==> src/rtl/combo_dial_checker_pkg.sv <==
// Package combo_pkg: shared constants for the combination dial checker.
//   - Direction codes produced by the quadrature encoder stage.
//   - FSM state encoding.
//   - req_dir(): required turning direction for each of the three numbers.
package combo_pkg;

  localparam logic [1:0] DIR_LEFT    = 2'b00;
  localparam logic [1:0] DIR_RIGHT   = 2'b01;
  localparam logic [1:0] DIR_ILLEGAL = 2'b10;
  localparam logic [1:0] DIR_HOLD    = 2'b11;

  typedef enum logic [2:0] {
    S_D0   = 3'd0,
    S_D1   = 3'd1,
    S_D2   = 3'd2,
    S_OPEN = 3'd3,
    S_FAIL = 3'd4
  } state_e;

  // Numbers are entered right-left-right.
  function automatic logic [1:0] req_dir(input logic [1:0] idx);
    logic [1:0] dir;
    case (idx)
      2'd0:    dir = DIR_RIGHT;
      2'd1:    dir = DIR_LEFT;
      2'd2:    dir = DIR_RIGHT;
      default: dir = DIR_HOLD;
    endcase
    return dir;
  endfunction

endpackage

==> src/rtl/combo_dial_checker_dial_counter.sv <==
// dial_counter: modulo up/down dial position counter.
// Ports:
//   CLK        in  1      clock (rising edge)
//   RST        in  1      asynchronous reset, active-high
//   step       in  1      direction sample valid strobe
//   direction  in  2      01 = +1, 00 = -1, 11/10 = hold
//   position   out POS_W  registered position, 0..POS_MAX-1
// POS_W must equal $clog2(POS_MAX).
module dial_counter
  import combo_pkg::*;
#(
  parameter int POS_MAX = 16,
  parameter int POS_W   = 4
) (
  input  logic             CLK,
  input  logic             RST,
  input  logic             step,
  input  logic [1:0]       direction,
  output logic [POS_W-1:0] position
);

  localparam logic [POS_W-1:0] POS_TOP = POS_W'(POS_MAX - 1);

  logic [POS_W-1:0] position_q, position_d;

  // Next position with wrap at both ends; illegal and hold codes keep the value.
  always_comb begin
    position_d = position_q;
    if (step && (direction == DIR_RIGHT)) begin
      position_d = (position_q == POS_TOP) ? {POS_W{1'b0}} : position_q + POS_W'(1);
    end else if (step && (direction == DIR_LEFT)) begin
      position_d = (position_q == {POS_W{1'b0}}) ? POS_TOP : position_q - POS_W'(1);
    end else begin
      position_d = position_q;
    end
  end

  // Position register.
  always_ff @(posedge CLK or posedge RST) begin
    if (RST) begin
      position_q <= {POS_W{1'b0}};
    end else begin
      position_q <= position_d;
    end
  end

  assign position = position_q;

endmodule

==> config.mk <==
export PLATFORM = sky130hd
export DESIGN_NAME = dial_counter
export DESIGN_NICKNAME = d
export VERILOG_FILES = /design/src/rtl/combo_dial_checker_pkg.sv /design/src/rtl/combo_dial_checker_dial_counter.sv
export SDC_FILE = /design/constraint.sdc
export NUM_CORES = 1
export LEC_CHECK = 0
export BUFFER_PORTS_ARGS = -buffer_cell sky130_fd_sc_hd__buf_2
export CAP_MARGIN = 0
export CORE_AREA = 3 3 40 42
export DETAILED_ROUTE_END_ITERATION = 16
export DIE_AREA = 0 0 43 45
export GPL_ROUTABILITY_DRIVEN = 0
export GPL_TIMING_DRIVEN = 1
export SLEW_MARGIN = 20
export SYNTH_ARGS = -nofsm -noshare
export SYNTH_HDL_FRONTEND = slang
export SYNTH_SLANG_ARGS = --single-unit
==> constraint.sdc <==
create_clock -name CLK -period 1.6 [get_ports CLK]
set_input_delay 0.08 -clock CLK [delete_from_list [all_inputs] [get_ports CLK]]
set_output_delay 0.08 -clock CLK [all_outputs]
set_load 0.01 [all_outputs]
==> reports/metrics.yaml, run 1 <==
status: "finished clean"
critPathMaxStageDelay_ps: 460
area_growth_pct: 32.3
drtIter0Drc: 5
max-cap-violations: 0
finalMaxSlewViolations: 0
min_period_over_period: 0.852
crit_type: "flop to flop"
core_sq_um: 1280
stdcell_count: 61
clockBufferDepth: 2
cts_setup_buffers: 0
syn_area_sq_um: 283
grtUsageTotal: 0.0786
htree_num_levels: 1
largest_register_ffs: 4
drive_above_1_share: 0.239
slowest_stage: "dfrtp_1"
syn_avg_cell_area_sq_um: 8.32
worst_slew_pin_slew_ps: 235
clk_pin_slew_ps: 40
worst_r2r_path_depth: 6
cts_tree: "done"
start_util: 0.220
clkSinkCount: 4
hold_slack_ps: 164
drc: 0
via_per_inst: 4.36
reg2reg_slack_ps: 240
wl_per_cell_um: 10.6
cp_data_arrival_time_ps: 1470
diodes: 0
grt_pass1_wl_um: 1100
grt_overflow_total: 0
yosysSeqAreaShare: 0.354
fin_crit_ps: 1360
routed_wl_um: 647
vdd_drop_max_uv: 594
placed_cells: 57
grt_pass1_vias: 252
critPathMaxFanout: 8
ys_warn_count: 0
synth_cells: 34
dp_hpwl_um: 494
firstDrtPassIters: 3
synth_nets: 41
ys_ff_latch: 4
die_x_um: 43
hold_depth: 4
endpoint_kind: "flop"
dieArea_sq_um: 1940
cp.required_ps: 1710
row_count: 13
max_freq_mhz: 734
fin_skew_ps: 2.90
antenna_found_initial: 0
fillers: 148
root_buffer: "clkbuf_4"
crit_chain: "inv_1 -> ha_1 -> nor2_1 -> o21ai_0 -> a31oi_1 -> o31ai_1"
max_slew_margin: 0.843
numCtsBuffers: 3
grt_max_degree: 9
insertion_delay_ps: 230
leakage_nw: 0.173
hold_path_class: "input pin to flop"
port-buffer-count: 8
fin_ws_ps: 238
finalHoldViolCount: 0
ant_nets: 0
dr_total_vias: 266
num-nets-final: 55
setup_tns_ps: 0
power_density_nw_per_um2: 1810
startpoint_type: "flop"
pre_cts_ws_ps: 264
stdcell_area_sq_um: 374
io_pins: 9
setup_violations: 0
rsz0062_at_grt: "false"
die_h_um: 45
placed_area_sq_um: 342
yosysUniqueCellTypes: 16
## through the flow
step           utilization  power (mW)
2_1_floorplan            -       0.440
3_3_place_gp         0.266       0.551
3_5_place_dp         0.266       0.556
4_1_cts              0.291       0.686
5_1_grt              0.291       0.761
6_report             0.291       0.677
## placed cells by master, fill, tap and decap left out, types with 2 or more instances in the layout
master / count
buf_2: 8
inv_1: 4
o21ai_0: 4
nand2b_1: 4
dfrtp_1: 4
nand2_1: 3
a21oi_1: 3
clkbuf_4: 3
xnor2_1: 2
ha_1: 2
## routing by layer
layer	vias up	GRT usage	part of all wire
met5	-	0	0
met4	0	0.0723	0
met3	0	0.0120	0.051
met2	7	0.0988	0.41
met1	115	0.112	0.54
li1	144	-	-
## what timing repair did
item | 4_1_cts | 5_1_grt
hold endpoints to repair | 4 | 0
gates resized for setup | 0 | 0
hold buffers | 1 | 0
## critical path: cells and delay by family, from the launching register on
family / cells / cell delay [ps]
DFF: 1 / 460
AOI/OAI and AO/OA: 3 / 340
adders and majority gates: 1 / 230
buffers and inverters: 1 / 120
and+or+nand+nor: 1 / 90
## cells in the mapped netlist
master,number,area share
nand2_1,3,0.040
xnor2_1,2,0.062
o311a_1,1,0.035
nor2b_1,1,0.022
nor2_1,1,0.013
a31oi_1,1,0.022
nand2b_1,4,0.088
dfrtp_1,4,0.35
inv_1,4,0.053
o31ai_1,1,0.027
or3_1,1,0.022
o21ai_0,4,0.071
ha_1,2,0.088
a21oi_1,3,0.053
o22ai_1,1,0.022
o211ai_1,1,0.027
## power by group
| part | switching [mW] | internal [mW] | total, mW |
|---|---|---|---|
| Sequential | 0.0802 | 0.150 | 0.230 |
| Combinational | 0.172 | 0.151 | 0.323 |
| Clock | 0.0404 | 0.0839 | 0.124 |
| Total | 0.292 | 0.385 | 0.677 |
## worst paths after layout
check / startpoint / end
min in group asynchronous: RST / position[0]
setup / recovery: position[0] / position[3]
setup reg to reg: position[0] / position[3]
hold reg to reg: position[2] / position[0]
hold / removal: direction[1] / position[1]
max in group asynchronous: RST / position[3]
## cells by family (layout without fill, tap and decap cells)
family	Yosys count	after routing	synth area share
adders and majority gates	2	2	0.0885
xor gates and xnor gates	2	2	0.0620
and+or+nand+nor	10	10	0.186
AOI/OAI and AO/OA	12	12	0.257
DFF	4	4	0.354
buffers and inverters	4	16	0.0531
## cell type report
cell class	count	area, sq um	share of cell area
multi-input cells	26	168	0.448
flip-flops and latches	4	100	0.268
repair buffers	9	50.0	0.134
clock buffers	3	22.5	0.0602
well taps	15	18.8	0.0502
inverters	4	15.0	0.0401
(Power assumes the default switching activity.)
==> run 2, diff against run 1 <==
ABC_AREA = 1   (was unset)
==> run 2 against run 1 <==
Combinational power shrank 5%. Global-route usage grew 0.59 points. Count of clock-buffer cells in the layout is the same. Cell count grew 18%. Critical path depth grew 4. Largest power group unchanged.
==> reports/metrics.yaml, run 2 <==
yosysTopAreaCell: "dfrtp_1"
synth-simple-area-share: 0.289  # +0.103
yosysUniqueCellTypes: 13  # -3
placed_cells: 68  # +19%
largest_register_ffs: 4  # unchanged
dr_total_vias: 303  # +14%
max_freq_mhz: 787  # +7.2%
yosys-top-cells-area: "dfrtp_1 (33%), nand2_1 (16%), inv_1 (10%), ha_1 (8.4%), nand3_1 (6.7%)"
endpoint_kind: "flop"
synthMuxAreaShare: 0  # unchanged
cts_hold_buf: 1  # unchanged
setup_tns_ps: 0  # unchanged
area_growth_pct: 30.5
firstDrtPassIters: 2  # -1
routed_wl_um: 638  # -1.4%
grt_pass1_wl_um: 1150  # +5.0%
synthAdderAreaFrac: 0.0837  # -0.00481
num-nets-final: 66  # +20%
hold_path_class: "input pin to flop"
port-buffer-count: 8  # unchanged
cts_resized: 0  # unchanged
die_x_um: 43  # unchanged
diodes: 0  # unchanged
finalMaxSlewViolations: 0  # unchanged
dieArea_sq_um: 1940  # unchanged
grt_overflow_total: 0  # unchanged
insertion_delay_ps: 230  # about the same
drtIter0Drc: 2  # -3
final_util: 0.304  # +0.0127
ys_warn_count: 0  # unchanged
syn_avg_cell_area_sq_um: 6.65  # -20%
fillers: 143  # -3.4%
clk_pin_slew_ps: 40  # about the same
crit_type: "flop to flop"
yosys-top-cells-count: "nand2_1 (13), inv_1 (8), dfrtp_1 (4), nand3_1 (4)"
ys_ff_latch: 4  # unchanged
drc: 0  # unchanged
core_sq_um: 1280  # unchanged
min_period_over_period: 0.794  # -0.0571
synth_cells: 45  # +32%
cp-startpoint: "position[1]"
critPathMaxFanout: 6  # -2
stdcell_count: 72  # +18%
fin_ws_ps: 329  # +91.4 ps
dp_hpwl_um: 533  # +7.9%
htree_num_levels: 1  # unchanged
worst_slew_pin_slew_ps: 191  # -43.9 ps
r2r-start: "position[1]"
cp.required_ps: 1710  # about the same
synth_most_common_cell: "nand2_1"
cts_tree: "done"
cts_setup_buffers: 0  # unchanged
die_h_um: 45  # unchanged
synth-edff-count: 0  # unchanged
grt_pass1_vias: 283  # +12%
synth_nets: 52  # +27%
synth_top_family_by_area: "simple AND/OR/NAND/NOR gates"
yosysSeqAreaShare: 0.335  # -0.0193
leakage_nw: 0.220  # +27%
drive_above_1_share: 0.228  # -0.0111
fin_skew_ps: 1.63  # -1.27 ps
root_buffer: "clkbuf_4"
ant_nets: 0  # unchanged
setup_violations: 0  # unchanged
finalHoldViolCount: 0  # unchanged
grt_max_degree: 7  # -2
row_count: 13  # unchanged
syn_area_sq_um: 299  # +5.8%
mostFrequentLayoutCell: "nand2_1"
io_pins: 9  # unchanged
max_slew_margin: 0.872  # +0.0289
synth_compound_area_frac: 0.121  # -0.135
hold_slack_ps: 186  # +22.1 ps
synth_xor_area_frac: 0.0586  # -0.00337
antenna_found_initial: 0  # unchanged
start_util: 0.233  # +0.0127
grtUsageTotal: 0.0844  # +0.00585
power_density_nw_per_um2: 1630  # -9.7%
fin_crit_ps: 1270  # -91.4 ps
via_per_inst: 4.21  # -3.5%
yosys_most_used_dff: "dfrtp_1"
pre_cts_ws_ps: 340  # +75.5 ps
wl_per_cell_um: 8.86  # -16%
rsz0062_at_grt: "false"
clockBufferDepth: 2  # unchanged
numCtsBuffers: 3  # unchanged
max-cap-violations: 0  # unchanged
status: "finished clean"
async_flop_share: 1.00  # unchanged
vdd_drop_max_uv: 599  # +0.89%
layout_common_cells: "nand2_1 (13), inv_1 (8), buf_2 (8)"
synth_top_cell_area_share: 0.335  # -0.0193
clkSinkCount: 4  # unchanged
cp_data_arrival_time_ps: 1390  # -80 ps
min_from: "direction[0]"
startpoint_type: "flop"
## run 2: changes by cell type in the layout (fill, tap and decap cells not counted), sizes merged, moves of 2 or more
cell    previous run  this run
nand2              3        13
inv                4         9
nand2b             4         0
nand3              0         4
nor2               1         4
xnor2              2         0
xor2               0         2
## run 2: logic make-up after synthesis
family / Yosys count
AO/OA/AOI/OAI: 7
flip-flops: 4
XOR/XNOR: 2
buffers and inverters: 9
adder cells (fa/ha/maj): 2
AND/OR/NAND/NOR: 21
## run 2: per-layer routing
metal | track usage | vias up | part of all wire
met2 | 0.111 | 4 | 0.46
met1 | 0.100 | 130 | 0.47
li1 | - | 167 | -
met3 | 0.0319 | 2 | 0.053
met4 | 0.0904 | 0 | 0.016
met5 | 0 | - | 0
## run 2: path summary, 6_finish.rpt
check | to | slack [ps] | cells after the start
min in group asynchronous | position[1] | 280 | 3
hold reg to reg | position[3] | 570 | 2
max in group asynchronous | position[0] | 1170 | 3
setup reg to reg | position[3] | 330 | 10
hold / removal | position[1] | 190 | 3
setup / recovery | position[3] | 330 | 10
## run 2: report_power, final
group | internal (mW) | leakage (nW) | switching (mW)
registers | 0.148 | 0.0486 | 0.0634
clock network | 0.0835 | 0.0138 | 0.0354
logic | 0.130 | 0.157 | 0.179
## run 2: through the flow
step | instance area (sq um) | total power [mW]
after floorplan | 299 | 0.422
after global placement | 358 | 0.517
after detailed placement | 358 | 0.521
after CTS | 390 | 0.654
after global routing | 390 | 0.719
final | 390 | 0.638
## run 2: area by class of cell
cell class | instances | area [sq um] | area share
Timing Repair Buffer | 9 | 50.0 | 0.128
Clock buffer | 3 | 22.5 | 0.0577
Tap cell | 15 | 18.8 | 0.0481
Multi-Input combinational cell | 32 | 165 | 0.423
Inverter | 9 | 33.8 | 0.0865
Sequential cell | 4 | 100 | 0.256
## run 2: worst max-delay path: stages, from the launching register on
cell	delay, ps
dfrtp_1	420
inv_1	80
ha_1	200
inv_1	70
o21ai_0	70
nand2_1	60
nand2_1	40
nand2_1	50
nand2_1	50
nand2_1	50
nand2_1	50
==> run 3, diff against run 2 <==
ABC_AREA = 0   (was 1)
clock period = 1.1 ns   (was 1.6 ns; I/O delays follow)
==> run 3 against run 2 <==
Sequential share of layout area decreased by 5.5 points. Critical path depth decreased by 4. Largest power group unchanged. The flow now finishes with violations (setup timing). Worst hold slack got worse by 54 ps. First-iteration DRC count decreased by 100%. Routed wire length increased by 44%.
==> reports/metrics.yaml, run 3 (synthesis gave the netlist of run 1 again) <==
status: "finished, violations left"
violations: "setup timing"
leakage_nw: 0.229  # +4.4%
final_util: 0.401  # +0.0974
hold_path_class: "input pin to flop"
row_count: 13  # unchanged
area_growth_pct: 82.3
drc: 0  # unchanged
drive_above_1_share: 0.618  # +0.390
finalMaxSlewViolations: 0  # unchanged
max-cap-violations: 0  # unchanged
power_density_nw_per_um2: 2960  # +81%
drtIter0Drc: 0  # -2
worst_slew_pin_slew_ps: 327  # +135 ps
core_sq_um: 1280  # unchanged
cp.required_ps: 1270  # -440 ps
die_x_um: 43  # unchanged
firstDrtPassIters: 1  # -1
cts_tree: "done"
crit_type: "flop to flop"
setup_tns_ps: -495  # -495 ps
critPathMaxStageDelay_ps: 430  # about the same
power.total_mw: 1.52  # +140%
setup_violations: 4  # +4
diodes: 0  # unchanged
grt_pass1_wl_um: 1390  # +20%
cp_data_arrival_time_ps: 1470  # +80 ps
insertion_delay_ps: 250  # +20 ps
rsz0062_at_grt: "true"
clkSinkCount: 4  # unchanged
vdd_drop_max_uv: 986  # +65%
slowest_stage: "dfrtp_2"
die_h_um: 45  # unchanged
fin_crit_ps: 1300  # +25.7 ps
critPathMaxFanout: 5  # -1
clk_pin_slew_ps: 50  # about the same
num-nets-final: 63  # -4.5%
start_util: 0.220  # -0.0127
wl_per_cell_um: 13.1  # +48%
antenna_found_initial: 0  # unchanged
fin_ws_ps: -197  # -526 ps
ant_nets: 0  # unchanged
routed_wl_um: 920  # +44%
finalHoldViolCount: 0  # unchanged
crit_chain: "inv_2 -> ha_4 -> nand2b_4 -> o211ai_1 -> o21ai_1 -> a21oi_1"
grt_pass1_vias: 324  # +14%
numCtsBuffers: 3  # unchanged
dr_total_vias: 333  # +9.9%
hold_slack_ps: 132  # -54.5 ps
dp_hpwl_um: 567  # +6.3%
grt_max_degree: 7  # unchanged
grt_overflow_total: 0  # unchanged
port-buffer-count: 8  # unchanged
largest_register_ffs: 4  # unchanged
root_buffer: "clkbuf_4"
htree_num_levels: 1  # unchanged
min_period_over_period: 1.18  # +0.384
grtUsageTotal: 0.108  # +0.0232
dieArea_sq_um: 1940  # unchanged
reg2reg_slack_ps: -200  # -530 ps
clockBufferDepth: 2  # unchanged
via_per_inst: 4.76  # +13%
max_freq_mhz: 771  # -2.0%
fin_skew_ps: 13.3  # +11.6 ps
mostFrequentLayoutCell: "buf_2"
startpoint_type: "flop"
max_slew_margin: 0.782  # -0.0904
layout_common_cells: "buf_2 (8), buf_4 (7), o21ai_1 (4)"
io_pins: 9  # unchanged
endpoint_kind: "flop"
-- run 3: power by group --
| group | internal, mW | switching, mW |
|---|---|---|
| clock | 0.137 | 0.0808 |
| combinational | 0.538 | 0.428 |
| sequential | 0.229 | 0.111 |
-- run 3: metrics by stage --
step                setup slack (ps)  instance area, sq um  std cells
floorplan                       -105                   299         34
global placement                -150                   403         63
detailed placement              -173                   403         63
CTS                             -152                   470         70
global route                    -241                   515         70
finish                          -197                   515         70
-- run 3: worst paths after layout --
path                                   start     endpoint  cells past startpoint
worst max-delay path             position[1]  position[0]                      6
min in group asynchronous                RST  position[3]                      3
worst max register to register   position[1]  position[0]                      6
worst min register to register   position[2]  position[0]                      1
max in group asynchronous                RST  position[1]                      3
worst min-delay path            direction[1]  position[1]                      3
-- run 3: layer usage --
layer  global-route usage  wire length, um  part of all wire  vias to the layer above
met5                    0                0                 0                        -
met4                0.145               44             0.048                        0
met3               0.0279               36             0.039                        4
met2                0.156              470              0.51                        9
met1                0.112              368              0.40                      160
li1                     -                -                 -                      160
-- run 3: cell type report --
class	instances	area, sq um
multi-input combinational	26	238
timing repair buffer	17	114
tap	15	18.8
fill	135	769
clock buffer	4	26.3
sequential	4	104
inverter	4	15.0
-- run 3: timing repair --
item | in CTS | in global routing
pin swaps | 3 | 5
hold endpoints to repair | 4 | 0
resized for setup | 6 | 9
buffers inserted | 2 | 0
gates cloned | 0 | 0
setup endpoints to repair | 4 | 4
hold buffers | 1 | 0
-- run 3: critical path, delay by kind of cell (launching register included) --
family / cells / cell delay, ps
and+or+nand+nor: 1 / 60
adders and majority gates: 1 / 160
DFF: 1 / 430
AOI/OAI and AO/OA: 3 / 470
buffers and inverters: 1 / 100
